--- src/rtl/id_issue_queue_pkg.sv ---
// Shared definitions for the decode-side issue queue.
// Contents:
//   - Layout of one forwarding source on fwd_bus.
//   - Register-field positions within an instruction.
//   - The hard-wired zero register address.
package id_issue_queue_pkg;

    // One forwarding source: {we, waddr, wdata}, 38 bits, with source 0 in the LSBs of fwd_bus.
    localparam int FWD_WD = 38;
    localparam int REG_W  = 5;
    localparam int RS_LSB = 21;
    localparam int RT_LSB = 16;

    localparam logic [REG_W-1:0] REG_ZERO = 5'd0;

    typedef struct packed {
        logic             we;
        logic [REG_W-1:0] waddr;
        logic [31:0]      wdata;
    } fwd_src_t;

endpackage

--- src/rtl/id_issue_queue_if.sv ---
// Fetch-side and issue-side handshake bundle of the issue queue.
// Modports:
//   master - the environment. It drives if_* and issue_ready, and observes issue_*.
//   slave  - the queue. It accepts fetched {pc,inst} and presents the head for issue.
interface id_issue_queue_if #(
    parameter int PC_W   = 32,
    parameter int INST_W = 32
);
    logic              if_valid;
    logic [PC_W-1:0]   if_pc;
    logic [INST_W-1:0] if_inst;
    logic              if_ready;
    logic              issue_valid;
    logic              issue_ready;
    logic [PC_W-1:0]   issue_pc;
    logic [INST_W-1:0] issue_inst;
    logic [31:0]       issue_rdata1;
    logic [31:0]       issue_rdata2;

    modport master (
        output if_valid, if_pc, if_inst, issue_ready,
        input  if_ready, issue_valid, issue_pc, issue_inst, issue_rdata1, issue_rdata2
    );

    modport slave (
        input  if_valid, if_pc, if_inst, issue_ready,
        output if_ready, issue_valid, issue_pc, issue_inst, issue_rdata1, issue_rdata2
    );
endinterface

--- src/rtl/id_issue_queue_fifo_ptr.sv ---
// id_fifo_ptr: circular {pc,inst} store for the issue queue.
// It holds the storage array, the read/write pointers, occupancy, full/empty,
// and the rule for which entry survives a branch flush.
// Ports:
//   clk, rst             - clock and synchronous active-high reset
//   push, pop            - qualified enqueue and dequeue strobes
//   flush                - taken branch this cycle
//   wr_pc, wr_inst       - entry to enqueue
//   head_pc, head_inst   - oldest stored entry (only meaningful when !empty)
//   empty, full          - status flags, derived from registered occupancy
//   occupancy            - number of valid entries
module id_fifo_ptr #(
    parameter int DEPTH      = 4,
    parameter int PC_W       = 32,
    parameter int INST_W     = 32,
    parameter int DELAY_SLOT = 1
) (
    input  logic                     clk,
    input  logic                     rst,
    input  logic                     push,
    input  logic                     pop,
    input  logic                     flush,
    input  logic [PC_W-1:0]          wr_pc,
    input  logic [INST_W-1:0]        wr_inst,
    output logic [PC_W-1:0]          head_pc,
    output logic [INST_W-1:0]        head_inst,
    output logic                     empty,
    output logic                     full,
    output logic [$clog2(DEPTH):0]   occupancy
);
    localparam int PTR_W = $clog2(DEPTH);
    localparam int CNT_W = PTR_W + 1;
    localparam logic [PTR_W-1:0] PTR_ONE = PTR_W'(1);
    localparam logic [CNT_W-1:0] CNT_ONE = CNT_W'(1);
    localparam logic [CNT_W-1:0] CNT_TWO = CNT_W'(2);
    localparam logic [CNT_W-1:0] CNT_MAX = CNT_W'(DEPTH);

    logic [PC_W-1:0]   mem_pc_r   [DEPTH];
    logic [INST_W-1:0] mem_inst_r [DEPTH];
    logic [PTR_W-1:0]  rd_ptr_r, wr_ptr_r, rd_ptr_s, wr_ptr_s;
    logic [CNT_W-1:0]  count_r, count_s;
    logic              keep_stored_s;

    // Next pointers and occupancy, including the flush-keep selection.
    always_comb begin
        rd_ptr_s      = rd_ptr_r;
        wr_ptr_s      = wr_ptr_r;
        count_s       = count_r;
        keep_stored_s = 1'b0;
        if (flush) begin
            if (DELAY_SLOT != 0) begin
                // The delay slot is the oldest stored entry that is not leaving via this cycle's pop.
                if (pop) begin
                    keep_stored_s = (count_r >= CNT_TWO);
                end else begin
                    keep_stored_s = (count_r >= CNT_ONE);
                end
                if (keep_stored_s) begin
                    rd_ptr_s = pop ? (rd_ptr_r + PTR_ONE) : rd_ptr_r;
                    wr_ptr_s = rd_ptr_s + PTR_ONE;
                    count_s  = CNT_ONE;
                end else if (push) begin
                    // The incoming entry lands at wr_ptr_r and becomes the delay slot.
                    rd_ptr_s = wr_ptr_r;
                    wr_ptr_s = wr_ptr_r + PTR_ONE;
                    count_s  = CNT_ONE;
                end else begin
                    rd_ptr_s = wr_ptr_r;
                    wr_ptr_s = wr_ptr_r;
                    count_s  = {CNT_W{1'b0}};
                end
            end else begin
                rd_ptr_s = wr_ptr_r;
                wr_ptr_s = wr_ptr_r;
                count_s  = {CNT_W{1'b0}};
            end
        end else begin
            if (pop) begin
                rd_ptr_s = rd_ptr_r + PTR_ONE;
            end else begin
                rd_ptr_s = rd_ptr_r;
            end
            if (push) begin
                wr_ptr_s = wr_ptr_r + PTR_ONE;
            end else begin
                wr_ptr_s = wr_ptr_r;
            end
            case ({push, pop})
                2'b10:   count_s = count_r + CNT_ONE;
                2'b01:   count_s = count_r - CNT_ONE;
                default: count_s = count_r;
            endcase
        end
    end

    // Pointer and occupancy registers.
    always_ff @(posedge clk) begin
        if (rst) begin
            rd_ptr_r <= {PTR_W{1'b0}};
            wr_ptr_r <= {PTR_W{1'b0}};
            count_r  <= {CNT_W{1'b0}};
        end else begin
            rd_ptr_r <= rd_ptr_s;
            wr_ptr_r <= wr_ptr_s;
            count_r  <= count_s;
        end
    end

    // Entry storage. A write of a dropped push during a flush is harmless because the pointers exclude it.
    always_ff @(posedge clk) begin
        if (rst) begin
            for (int i = 0; i < DEPTH; i++) begin
                mem_pc_r[i]   <= {PC_W{1'b0}};
                mem_inst_r[i] <= {INST_W{1'b0}};
            end
        end else if (push) begin
            mem_pc_r[wr_ptr_r]   <= wr_pc;
            mem_inst_r[wr_ptr_r] <= wr_inst;
        end
    end

    assign head_pc   = mem_pc_r[rd_ptr_r];
    assign head_inst = mem_inst_r[rd_ptr_r];
    assign empty     = (count_r == {CNT_W{1'b0}});
    assign full      = (count_r == CNT_MAX);
    assign occupancy = count_r;
endmodule

--- src/rtl/id_issue_queue.sv ---
// id_issue_queue: decode-side instruction queue between IF and decode/EX.
// It buffers fetched {pc,inst} pairs and resolves the head's rs/rt operands
// through a prioritised forwarding network (source 0 = youngest, highest priority).
// It withholds issue on a load-use hazard against the instruction in EX.
// Ports:
//   clk, rst          - clock and synchronous active-high reset
//   q (slave)         - IF push handshake and issue handshake with head pc/inst/operands
//   flush             - taken branch/jump resolved this cycle
//   ex_is_load        - instruction in EX is a load
//   fwd_bus           - NUM_FWD sources of {we,waddr,wdata}, with source 0 in the LSBs
//   rf_raddr1/2       - register file read addresses (head rs/rt)
//   rf_rdata1/2       - register file read data, used when no source forwards
//   occupancy         - valid entries
//   stall_cnt         - saturating count of load-use stall cycles
module id_issue_queue
    import id_issue_queue_pkg::*;
#(
    parameter int DEPTH      = 4,
    parameter int PC_W       = 32,
    parameter int INST_W     = 32,
    parameter int NUM_FWD    = 3,
    parameter int DELAY_SLOT = 1
) (
    input  logic                       clk,
    input  logic                       rst,
    id_issue_queue_if.slave            q,
    input  logic                       flush,
    input  logic                       ex_is_load,
    input  logic [NUM_FWD*FWD_WD-1:0]  fwd_bus,
    output logic [REG_W-1:0]           rf_raddr1,
    output logic [REG_W-1:0]           rf_raddr2,
    input  logic [31:0]                rf_rdata1,
    input  logic [31:0]                rf_rdata2,
    output logic [$clog2(DEPTH):0]     occupancy,
    output logic [31:0]                stall_cnt
);
    logic              push_s, pop_s, empty_s, full_s, head_valid_s, hazard_s;
    logic [PC_W-1:0]   head_pc_s;
    logic [INST_W-1:0] head_inst_s;
    logic [REG_W-1:0]  rs_s, rt_s;
    fwd_src_t          fwd0_s;
    logic [31:0]       stall_cnt_r;

    // Scan from the highest index down, so the lowest matching source ends up winning. r0 always reads as zero.
    function automatic logic [31:0] fwd_select(input logic [REG_W-1:0] addr,
                                               input logic [NUM_FWD*FWD_WD-1:0] bus,
                                               input logic [31:0] rf_data);
        fwd_src_t    src;
        logic [31:0] res;
        res = rf_data;
        for (int i = NUM_FWD - 1; i >= 0; i--) begin
            src = bus[i*FWD_WD +: FWD_WD];
            if (src.we && (src.waddr == addr)) begin
                res = src.wdata;
            end else begin
                res = res;
            end
        end
        if (addr == REG_ZERO) begin
            res = 32'h0000_0000;
        end else begin
            res = res;
        end
        return res;
    endfunction

    id_fifo_ptr #(
        .DEPTH      (DEPTH),
        .PC_W       (PC_W),
        .INST_W     (INST_W),
        .DELAY_SLOT (DELAY_SLOT)
    ) u_fifo (
        .clk       (clk),
        .rst       (rst),
        .push      (push_s),
        .pop       (pop_s),
        .flush     (flush),
        .wr_pc     (q.if_pc),
        .wr_inst   (q.if_inst),
        .head_pc   (head_pc_s),
        .head_inst (head_inst_s),
        .empty     (empty_s),
        .full      (full_s),
        .occupancy (occupancy)
    );

    // Head register fields. They are forced to r0 when the queue is empty, so an empty queue cannot raise a hazard.
    always_comb begin
        head_valid_s = !empty_s;
        if (head_valid_s) begin
            rs_s = head_inst_s[RS_LSB +: REG_W];
            rt_s = head_inst_s[RT_LSB +: REG_W];
        end else begin
            rs_s = REG_ZERO;
            rt_s = REG_ZERO;
        end
    end

    assign fwd0_s   = fwd_bus[FWD_WD-1:0];
    assign hazard_s = ex_is_load && fwd0_s.we && (fwd0_s.waddr != REG_ZERO) &&
                      ((fwd0_s.waddr == rs_s) || (fwd0_s.waddr == rt_s));

    assign q.if_ready    = !full_s;
    assign q.issue_valid = head_valid_s && !hazard_s;
    assign push_s        = q.if_valid && !full_s;
    assign pop_s         = q.issue_valid && q.issue_ready;
    assign rf_raddr1     = rs_s;
    assign rf_raddr2     = rt_s;

    // Issue payload: the head with forwarded operands, or all zeros when the queue is empty.
    always_comb begin
        q.issue_pc     = {PC_W{1'b0}};
        q.issue_inst   = {INST_W{1'b0}};
        q.issue_rdata1 = 32'h0000_0000;
        q.issue_rdata2 = 32'h0000_0000;
        if (head_valid_s) begin
            q.issue_pc     = head_pc_s;
            q.issue_inst   = head_inst_s;
            q.issue_rdata1 = fwd_select(rs_s, fwd_bus, rf_rdata1);
            q.issue_rdata2 = fwd_select(rt_s, fwd_bus, rf_rdata2);
        end else begin
            q.issue_pc     = {PC_W{1'b0}};
            q.issue_inst   = {INST_W{1'b0}};
            q.issue_rdata1 = 32'h0000_0000;
            q.issue_rdata2 = 32'h0000_0000;
        end
    end

    // Load-use stall counter, saturating at all-ones.
    always_ff @(posedge clk) begin
        if (rst) begin
            stall_cnt_r <= 32'h0000_0000;
        end else if (head_valid_s && hazard_s && (stall_cnt_r != 32'hFFFF_FFFF)) begin
            stall_cnt_r <= stall_cnt_r + 32'h0000_0001;
        end
    end

    assign stall_cnt = stall_cnt_r;
endmodule

--- src/flat_wrapper.sv ---
// flat-port wrapper written by rule: the top's interface ports become plain ports
module id_issue_queue_flat import id_issue_queue_pkg::*;
#(
    parameter int DEPTH      = 4,
    parameter int PC_W       = 32,
    parameter int INST_W     = 32,
    parameter int NUM_FWD    = 3,
    parameter int DELAY_SLOT = 1
)
  (clk, rst, flush, ex_is_load, fwd_bus, rf_raddr1, rf_raddr2, rf_rdata1, rf_rdata2, occupancy, stall_cnt, q_if_valid, q_if_pc, q_if_inst, q_issue_ready, q_if_ready, q_issue_valid, q_issue_pc, q_issue_inst, q_issue_rdata1, q_issue_rdata2);
  id_issue_queue_if #(.PC_W(PC_W), .INST_W(INST_W)) q_i ();
  input  logic clk;
  input  logic rst;
  input  logic flush;
  input  logic ex_is_load;
  input  logic [NUM_FWD*FWD_WD-1:0] fwd_bus;
  output logic [REG_W-1:0] rf_raddr1;
  output logic [REG_W-1:0] rf_raddr2;
  input  logic [31:0] rf_rdata1;
  input  logic [31:0] rf_rdata2;
  output logic [$clog2(DEPTH):0] occupancy;
  output logic [31:0] stall_cnt;
  input wire logic [$bits(q_i.if_valid)-1:0] q_if_valid;
  input wire logic [$bits(q_i.if_pc)-1:0] q_if_pc;
  input wire logic [$bits(q_i.if_inst)-1:0] q_if_inst;
  input wire logic [$bits(q_i.issue_ready)-1:0] q_issue_ready;
  output wire logic [$bits(q_i.if_ready)-1:0] q_if_ready;
  output wire logic [$bits(q_i.issue_valid)-1:0] q_issue_valid;
  output wire logic [$bits(q_i.issue_pc)-1:0] q_issue_pc;
  output wire logic [$bits(q_i.issue_inst)-1:0] q_issue_inst;
  output wire logic [$bits(q_i.issue_rdata1)-1:0] q_issue_rdata1;
  output wire logic [$bits(q_i.issue_rdata2)-1:0] q_issue_rdata2;
  assign q_i.if_valid = q_if_valid;
  assign q_i.if_pc = q_if_pc;
  assign q_i.if_inst = q_if_inst;
  assign q_i.issue_ready = q_issue_ready;
  assign q_if_ready = q_i.if_ready;
  assign q_issue_valid = q_i.issue_valid;
  assign q_issue_pc = q_i.issue_pc;
  assign q_issue_inst = q_i.issue_inst;
  assign q_issue_rdata1 = q_i.issue_rdata1;
  assign q_issue_rdata2 = q_i.issue_rdata2;
  id_issue_queue #(.DEPTH(DEPTH), .PC_W(PC_W), .INST_W(INST_W), .NUM_FWD(NUM_FWD), .DELAY_SLOT(DELAY_SLOT)) u_core (.clk(clk), .rst(rst), .q(q_i), .flush(flush), .ex_is_load(ex_is_load), .fwd_bus(fwd_bus), .rf_raddr1(rf_raddr1), .rf_raddr2(rf_raddr2), .rf_rdata1(rf_rdata1), .rf_rdata2(rf_rdata2), .occupancy(occupancy), .stall_cnt(stall_cnt));
endmodule
--- config.mk ---
export PLATFORM = sky130hd
export DESIGN_NAME = id_issue_queue_flat
export DESIGN_NICKNAME = d
export VERILOG_FILES = /design/src/rtl/id_issue_queue_pkg.sv /design/src/rtl/id_issue_queue_if.sv /design/src/rtl/id_issue_queue_fifo_ptr.sv /design/src/rtl/id_issue_queue.sv /design/src/flat_wrapper.sv
export SDC_FILE = /design/constraint.sdc
export NUM_CORES = 1
export LEC_CHECK = 0
export CORE_UTILIZATION = 40
export CTS_BUF_LIST = sky130_fd_sc_hd__clkbuf_16
export DETAILED_ROUTE_END_ITERATION = 8
export PLACE_DENSITY = 0.68
export SETUP_SLACK_MARGIN = 0.3
export SLEW_MARGIN = 30
export SYNTH_ARGS = -nofsm -noshare
export SYNTH_HDL_FRONTEND = slang
export SYNTH_SLANG_ARGS = --single-unit
--- constraint.sdc ---
create_clock -name clk -period 18.25 [get_ports clk]
set_clock_uncertainty 0.2 [all_clocks]
set_input_delay 2.7375 -clock clk [delete_from_list [all_inputs] [get_ports clk]]
set_output_delay 2.7375 -clock clk [all_outputs]
set_load 0.01 [all_outputs]
==> impl_metrics.env, run 1 <==
export IMPL_outcome="complete, no violations"
export IMPL_numPortBuffers=422
export IMPL_hold_worst_slack_ps=306
export IMPL_detailedPlacementHpwl_um=36500
export IMPL_crit_path_start="fwd_bus[71]"
export IMPL_r2r_start="u_core.u_fifo.occupancy[1]"
export IMPL_clkSinkCount=295
export IMPL_gp_congestion=0.983
export IMPL_dpl_cell_count=2364
export IMPL_critPathKind="input pin to primary output"
export IMPL_drtIter0Drc=857
export IMPL_syn_inst=1514
export IMPL_clockBufferDepth=3
export IMPL_crit_required_ps=15310
export IMPL_die_height_um=204
export IMPL_crit_fanout=54
export IMPL_grt_use_met1=0.316
export IMPL_synth_top_flop_cell="edfxtp_1"
export IMPL_synth_edff_count=256
export IMPL_fill_cells=3541
export IMPL_fin_tns_setup_ps=0
export IMPL_seqPwrFrac=0.378
export IMPL_synth_area_um2=16400
export IMPL_swShare=0.309
export IMPL_yosysUniqueCellTypes=60
export IMPL_rrSetupSlack_ps=13750
export IMPL_hold_viol_final=0
export IMPL_root_buffer="clkbuf_16"
export IMPL_cp_endpoint="q_issue_rdata2[18]"
export IMPL_grt_max_degree=72
export IMPL_p_clk_frac=0.275
export IMPL_final_common_cell="clkdlybuf4s50_1"
export IMPL_r2r_cells=11
export IMPL_setup_viol=0
export IMPL_multi_input_area_um2=7150
export IMPL_regArea_um2=8480
export IMPL_syn_area_per_cell_um2=10.8
export IMPL_ant_nets=0
export IMPL_p_leak_nw=8.30
export IMPL_cts_resized=0
export IMPL_ios=423
export IMPL_slowest_stage="clkdlybuf4s50_1"
export IMPL_drc=0
export IMPL_cts_tree="built"
export IMPL_antenna_found_initial=10
export IMPL_synth_seq_cells=295
export IMPL_max_stage_delay_ps=660
export IMPL_clk_insertion_delay_late_ps=560
export IMPL_crit_path_end_kind="primary output"
export IMPL_p_int_w=0.00154
export IMPL_hold_path_class="register to register"
export IMPL_nets=2126
export IMPL_drive_gt1_frac=0.0876
export IMPL_instances_no_fill=2429
export IMPL_async_flop_share=0
export IMPL_routedWlPerCell_um=22.2
export IMPL_reg2reg_to="u_core.stall_cnt[19]"
export IMPL_viasPerCell=5.43
export IMPL_path_cells="clkdlybuf4s50_1, xnor2_1, nor3_1, nand4_1, buf_4, a211o_1, a21boi_1, clkdlybuf4s50_1"
export IMPL_clkSlewWorstSetupHoldPaths_ps=60
export IMPL_holdBufCountCts=0
export IMPL_met3_usage=0.0513
export IMPL_h_tree_depth=1
export IMPL_ir_drop_mv=0.0797
export IMPL_start_kind="input pin"
export IMPL_crit_arrival_ps=6160
export IMPL_final_cell_mix="clkdlybuf4s50_1 (422), nor2_1 (282), edfxtp_1 (256)"
export IMPL_clock_fmax_ghz=0.110
export IMPL_drv_cap=0
export IMPL_grt_setup_unrepaired="no"
export IMPL_gr_total_overflow=0
export IMPL_core_area_um2=40100
export IMPL_grt_pass1_wl_um=79300
export IMPL_routed_wl_um=53900
export IMPL_min_period_ps=9090
export IMPL_grtUsageMet2=0.409
export IMPL_cts_setup_buffers=0
export IMPL_ys_warn_count=0
export IMPL_start_util=0.409
export IMPL_p_sw_w=0.000688
export IMPL_die_width_um=204
export IMPL_period_share=0.498
export IMPL_synth_nets=1768
export IMPL_grt_usage=0.250
export IMPL_grt_busiest_layer="met2"
export IMPL_ys_seq_area_frac=0.517
export IMPL_crit_top_cell="clkdlybuf4s50_1"
export IMPL_syn_to_final_growth_pct=34.1
export IMPL_drt_pass1_iterations=5
export IMPL_grt_pass1_vias=12900
export IMPL_power_density_nw_per_um2=101
export IMPL_vias=13200
export IMPL_pwr_share_comb=0.347
export IMPL_cts_buffers=31
export IMPL_tightest_slew_ps=926
export IMPL_std_cell_rows=73
export IMPL_die_area_um2=41800
export IMPL_slew_viol_final=0
export IMPL_maxSlewHeadroom=0.383
-- flip-flops by register name, indices dropped and copies added, names as in the netlist --
name and count:
u_core.stall_cnt 32, u_core.u_fifo.rd_ptr_r 2, u_core.u_fifo.wr_ptr_r 2, u_core.u_fifo.occupancy 3
u_core.u_fifo.mem_inst_r 128, u_core.u_fifo.mem_pc_r 128
-- metrics by stage --
step / setup WS [ps] / area, um2 / utilization / power, W
after floorplan: 10090 / 16400 / - / 0.00126
after global placement: 9000 / 21000 / 0.523 / 0.00163
after detailed placement: 9230 / 21000 / 0.523 / 0.00164
after CTS: 9220 / 22000 / 0.548 / 0.00225
after global routing: 9050 / 22000 / 0.548 / 0.00232
final: 9160 / 22000 / 0.548 / 0.00223
-- cell families (layout without fill, tap and decap cells) --
kind of cell             Yosys count  after routing  share of synthesized area
XOR/XNOR                          23             23                     0.0123
flip-flops                       295            295                      0.517
adder cells (fa/ha/maj)            7              7                    0.00527
AND/OR/NAND/NOR                  627            627                      0.174
buffers and inverters            204            586                     0.0530
other                              0              8                          0
multiplexers                     157            157                      0.145
AO/OA/AOI/OAI                    201            201                     0.0939
-- synth_stat cells, drive strengths merged (5+ instances only) --
library cell	count	area [um2]
mux2	25	289
nand2	153	574
nand3	25	125
and4	7	61.3
dfxtp	39	781
a31oi	6	71.3
nor2b	15	93.8
mux2i	71	711
o31ai	5	37.5
and2	59	369
nor3	15	80.1
mux4	61	1370
nor2	285	1070
or4	5	37.5
or3	14	87.6
inv	87	327
o21ai	23	115
a21oi	17	85.1
edfxtp	256	7690
xor2	5	43.8
a21boi	66	495
xnor2	18	158
clkbuf	79	297
and3	8	50.1
ha	6	75.1
buf	38	246
nor4	22	171
nand4	9	56.3
a211o	64	561
-- layer usage --
metal | up-vias | routed length [um]
li1 | 6127 | -
met1 | 6426 | 21600
met2 | 534 | 25800
met3 | 98 | 4220
met4 | 6 | 2250
met5 | - | 40
-- critical path: cells and delay by family --
kind	cells	cell delay, ps
AND/OR/NAND/NOR	2	690
buffers and inverters	3	1650
AO/OA/AOI/OAI	2	900
XOR/XNOR	1	160
-- area by class of cell --
type	count	share of cell area
flip-flops and latches	295	0.385
clock buffers	31	0.0353
multi-input cells	1015	0.325
well taps	525	0.0299
diodes	8	0.000910
inverters	87	0.0149
repair buffers	442	0.199
clock inverters	26	0.00962
-- worst min path at each step --
stage,from,endpoint,slack (ps),depth (start not counted)
2_1_floorplan,u_core.u_fifo.wr_ptr_r[0],u_core.u_fifo.rd_ptr_r[0],300,2
3_3_place_gp,u_core.stall_cnt[18],u_core.stall_cnt[18],290,2
3_5_place_dp,u_core.stall_cnt[24],u_core.stall_cnt[24],300,2
4_1_cts,u_core.stall_cnt[16],u_core.stall_cnt[16],310,2
5_1_grt,u_core.stall_cnt[24],u_core.stall_cnt[24],330,2
6_report,u_core.stall_cnt[16],u_core.stall_cnt[16],310,2
-- power by group through the flow --
| stage | clock network (W) | registers [W] | logic [W] |
|---|---|---|---|
| 6_report | 0.000612 | 0.000842 | 0.000774 |
| 3_3_place_gp | 0 | 0.000853 | 0.000779 |
| 2_1_floorplan | 0 | 0.000844 | 0.000413 |
| 3_5_place_dp | 0 | 0.000858 | 0.000778 |
| 4_1_cts | 0.000624 | 0.000844 | 0.000782 |
| 5_1_grt | 0.000645 | 0.000850 | 0.000821 |
(Power assumes the default switching activity.)
==> run 2: changes to the inputs <==
--- a/config.mk
+++ b/config.mk
@@ -8,7 +8,7 @@
 export CORE_UTILIZATION = 40
 export CTS_BUF_LIST = sky130_fd_sc_hd__clkbuf_16
 export DETAILED_ROUTE_END_ITERATION = 8
-export PLACE_DENSITY = 0.68
+export PLACE_DENSITY = 0.7
 export SETUP_SLACK_MARGIN = 0.3
 export SLEW_MARGIN = 30
 export SYNTH_ARGS = -nofsm -noshare
==> constraint.sdc (replaced) <==
create_clock -name clk -period 7.81 [get_ports clk]
set_clock_uncertainty 0.2 [all_clocks]
set_input_delay 1.1715 -clock clk [delete_from_list [all_inputs] [get_ports clk]]
set_output_delay 1.1715 -clock clk [all_outputs]
set_load 0.01 [all_outputs]
==> impl_metrics.env, run 2 (same netlist as run 1, synthesis figures left out) <==
export IMPL_vias=13200
export IMPL_numPortBuffers=422
export IMPL_die_area_um2=41800
export IMPL_multi_input_area_um2=7150
export IMPL_power_density_nw_per_um2=235
export IMPL_nets=2132
export IMPL_crit_path_end_kind="primary output"
export IMPL_cts_buffers=31
export IMPL_min_period_ps=6620
export IMPL_swShare=0.306
export IMPL_clk_insertion_delay_late_ps=550
export IMPL_path_cells="inv_1, ha_1, nand2b_2, nand2_1, xnor2_1, nor3_1, and4_2, buf_4, mux2i_1, a211o_1, a21boi_1, clkdlybuf4s50_1"
export IMPL_routedWlPerCell_um=22.5
export IMPL_clockBufferDepth=3
export IMPL_grt_usage=0.256
export IMPL_start_util=0.409
export IMPL_p_sw_w=0.00159
export IMPL_detailedPlacementHpwl_um=37700
export IMPL_grt_busiest_layer="met2"
export IMPL_cts_setup_buffers=0
export IMPL_std_cell_rows=73
export IMPL_final_common_cell="clkdlybuf4s50_1"
export IMPL_setup_ws_ps=1190
export IMPL_drt_pass1_iterations=5
export IMPL_cts_tree="built"
export IMPL_drtIter0Drc=965
export IMPL_critPathKind="register to primary output"
export IMPL_grt_max_degree=66
export IMPL_tightest_slew_ps=922
export IMPL_ant_nets=0
export IMPL_viasPerCell=5.41
export IMPL_die_width_um=204
export IMPL_final_cell_mix="clkdlybuf4s50_1 (422), nor2_1 (283), edfxtp_1 (256)"
export IMPL_setup_viol=0
export IMPL_clock_fmax_ghz=0.151
export IMPL_p_leak_nw=8.37
export IMPL_clkSinkCount=295
export IMPL_grt_pass1_vias=13200
export IMPL_crit_fanout=37
export IMPL_crit_required_ps=6440
export IMPL_root_buffer="clkbuf_16"
export IMPL_slew_viol_final=0
export IMPL_grt_pass1_wl_um=80800
export IMPL_start_kind="register"
export IMPL_clkSlewWorstSetupHoldPaths_ps=60
export IMPL_power_total_w=0.00518
export IMPL_routed_wl_um=54700
export IMPL_seqPwrFrac=0.382
export IMPL_antenna_found_initial=13
export IMPL_met3_usage=0.0580
export IMPL_regArea_um2=8480
export IMPL_core_area_um2=40100
export IMPL_slowest_stage="and4_2"
export IMPL_drive_gt1_frac=0.0873
export IMPL_maxSlewHeadroom=0.385
export IMPL_drv_cap=0
export IMPL_ir_drop_mv=0.192
export IMPL_outcome="complete, no violations"
export IMPL_ios=423
export IMPL_holdBufCountCts=0
export IMPL_hold_viol_final=0
export IMPL_h_tree_depth=1
export IMPL_grtUsageMet2=0.438
export IMPL_fin_tns_setup_ps=0
export IMPL_grt_use_met1=0.310
export IMPL_period_share=0.848
export IMPL_crit_arrival_ps=5250
export IMPL_pre_cts_ws_ps=1740
export IMPL_pwr_share_comb=0.345
export IMPL_max_stage_delay_ps=750
export IMPL_hold_worst_slack_ps=311
export IMPL_cts_resized=0
export IMPL_grt_setup_unrepaired="no"
export IMPL_drc=0
export IMPL_fill_cells=3550
export IMPL_gp_congestion=1.02
export IMPL_syn_to_final_growth_pct=34.6
export IMPL_p_clk_frac=0.273
export IMPL_gr_total_overflow=0
export IMPL_p_int_w=0.00360
export IMPL_hold_path_class="register to register"
export IMPL_die_height_um=204
-- run 2: cell type report --
type	count	area share
Tap cell	525	0.0298
Multi-Input combinational cell	1015	0.324
Clock inverter	25	0.00896
Sequential cell	295	0.384
Inverter	87	0.0148
Antenna cell	10	0.00113
Clock buffer	31	0.0352
Timing Repair Buffer	448	0.202
-- run 2: worst paths after layout --
kind | from | endpoint | slack (ps) | cells past startpoint
setup / recovery | u_core.u_fifo.occupancy[1] | q_issue_rdata2[12] | 1190 | 12
setup reg to reg | u_core.u_fifo.occupancy[1] | u_core.stall_cnt[23] | 3530 | 12
hold / removal | u_core.stall_cnt[18] | u_core.stall_cnt[18] | 310 | 2
hold reg to reg | u_core.stall_cnt[18] | u_core.stall_cnt[18] | 310 | 2
-- run 2: layer usage --
metal  wire length (um)  vias to the layer above
met4               2240                        8
met1              21400                     6419
met2              26600                      522
li1                   -                     6136
met5                 57                        -
met3               4410                      105
-- run 2: power by group through the flow --
stage	Sequential, W	Clock (W)	Combinational (W)
global route	0.00200	0.00150	0.00189
detailed placement	0.00202	0	0.00179
global placement	0.00201	0	0.00179
finish	0.00198	0.00141	0.00179
floorplan	0.00197	0	0.000966
CTS	0.00199	0.00144	0.00180
-- run 2: per-stage QoR --
step           instance area (um2)  cells  utilization
2_1_floorplan                16400   1514            -
3_3_place_gp                 21000   2368        0.524
3_5_place_dp                 21100   2370        0.525
4_1_cts                      22000   2426        0.550
5_1_grt                      22100   2435        0.550
6_report                     22100   2436        0.550
-- run 2: worst max-delay path, delay by kind of cell, from the launching register on --
kind            cells  cell delay [ps]
flops               1              440
fa+ha+maj           1              240
xor+xnor            1              220
mux                 1              120
compound gates      2              620
simple gates        4             1890
buf+inv             3             1150
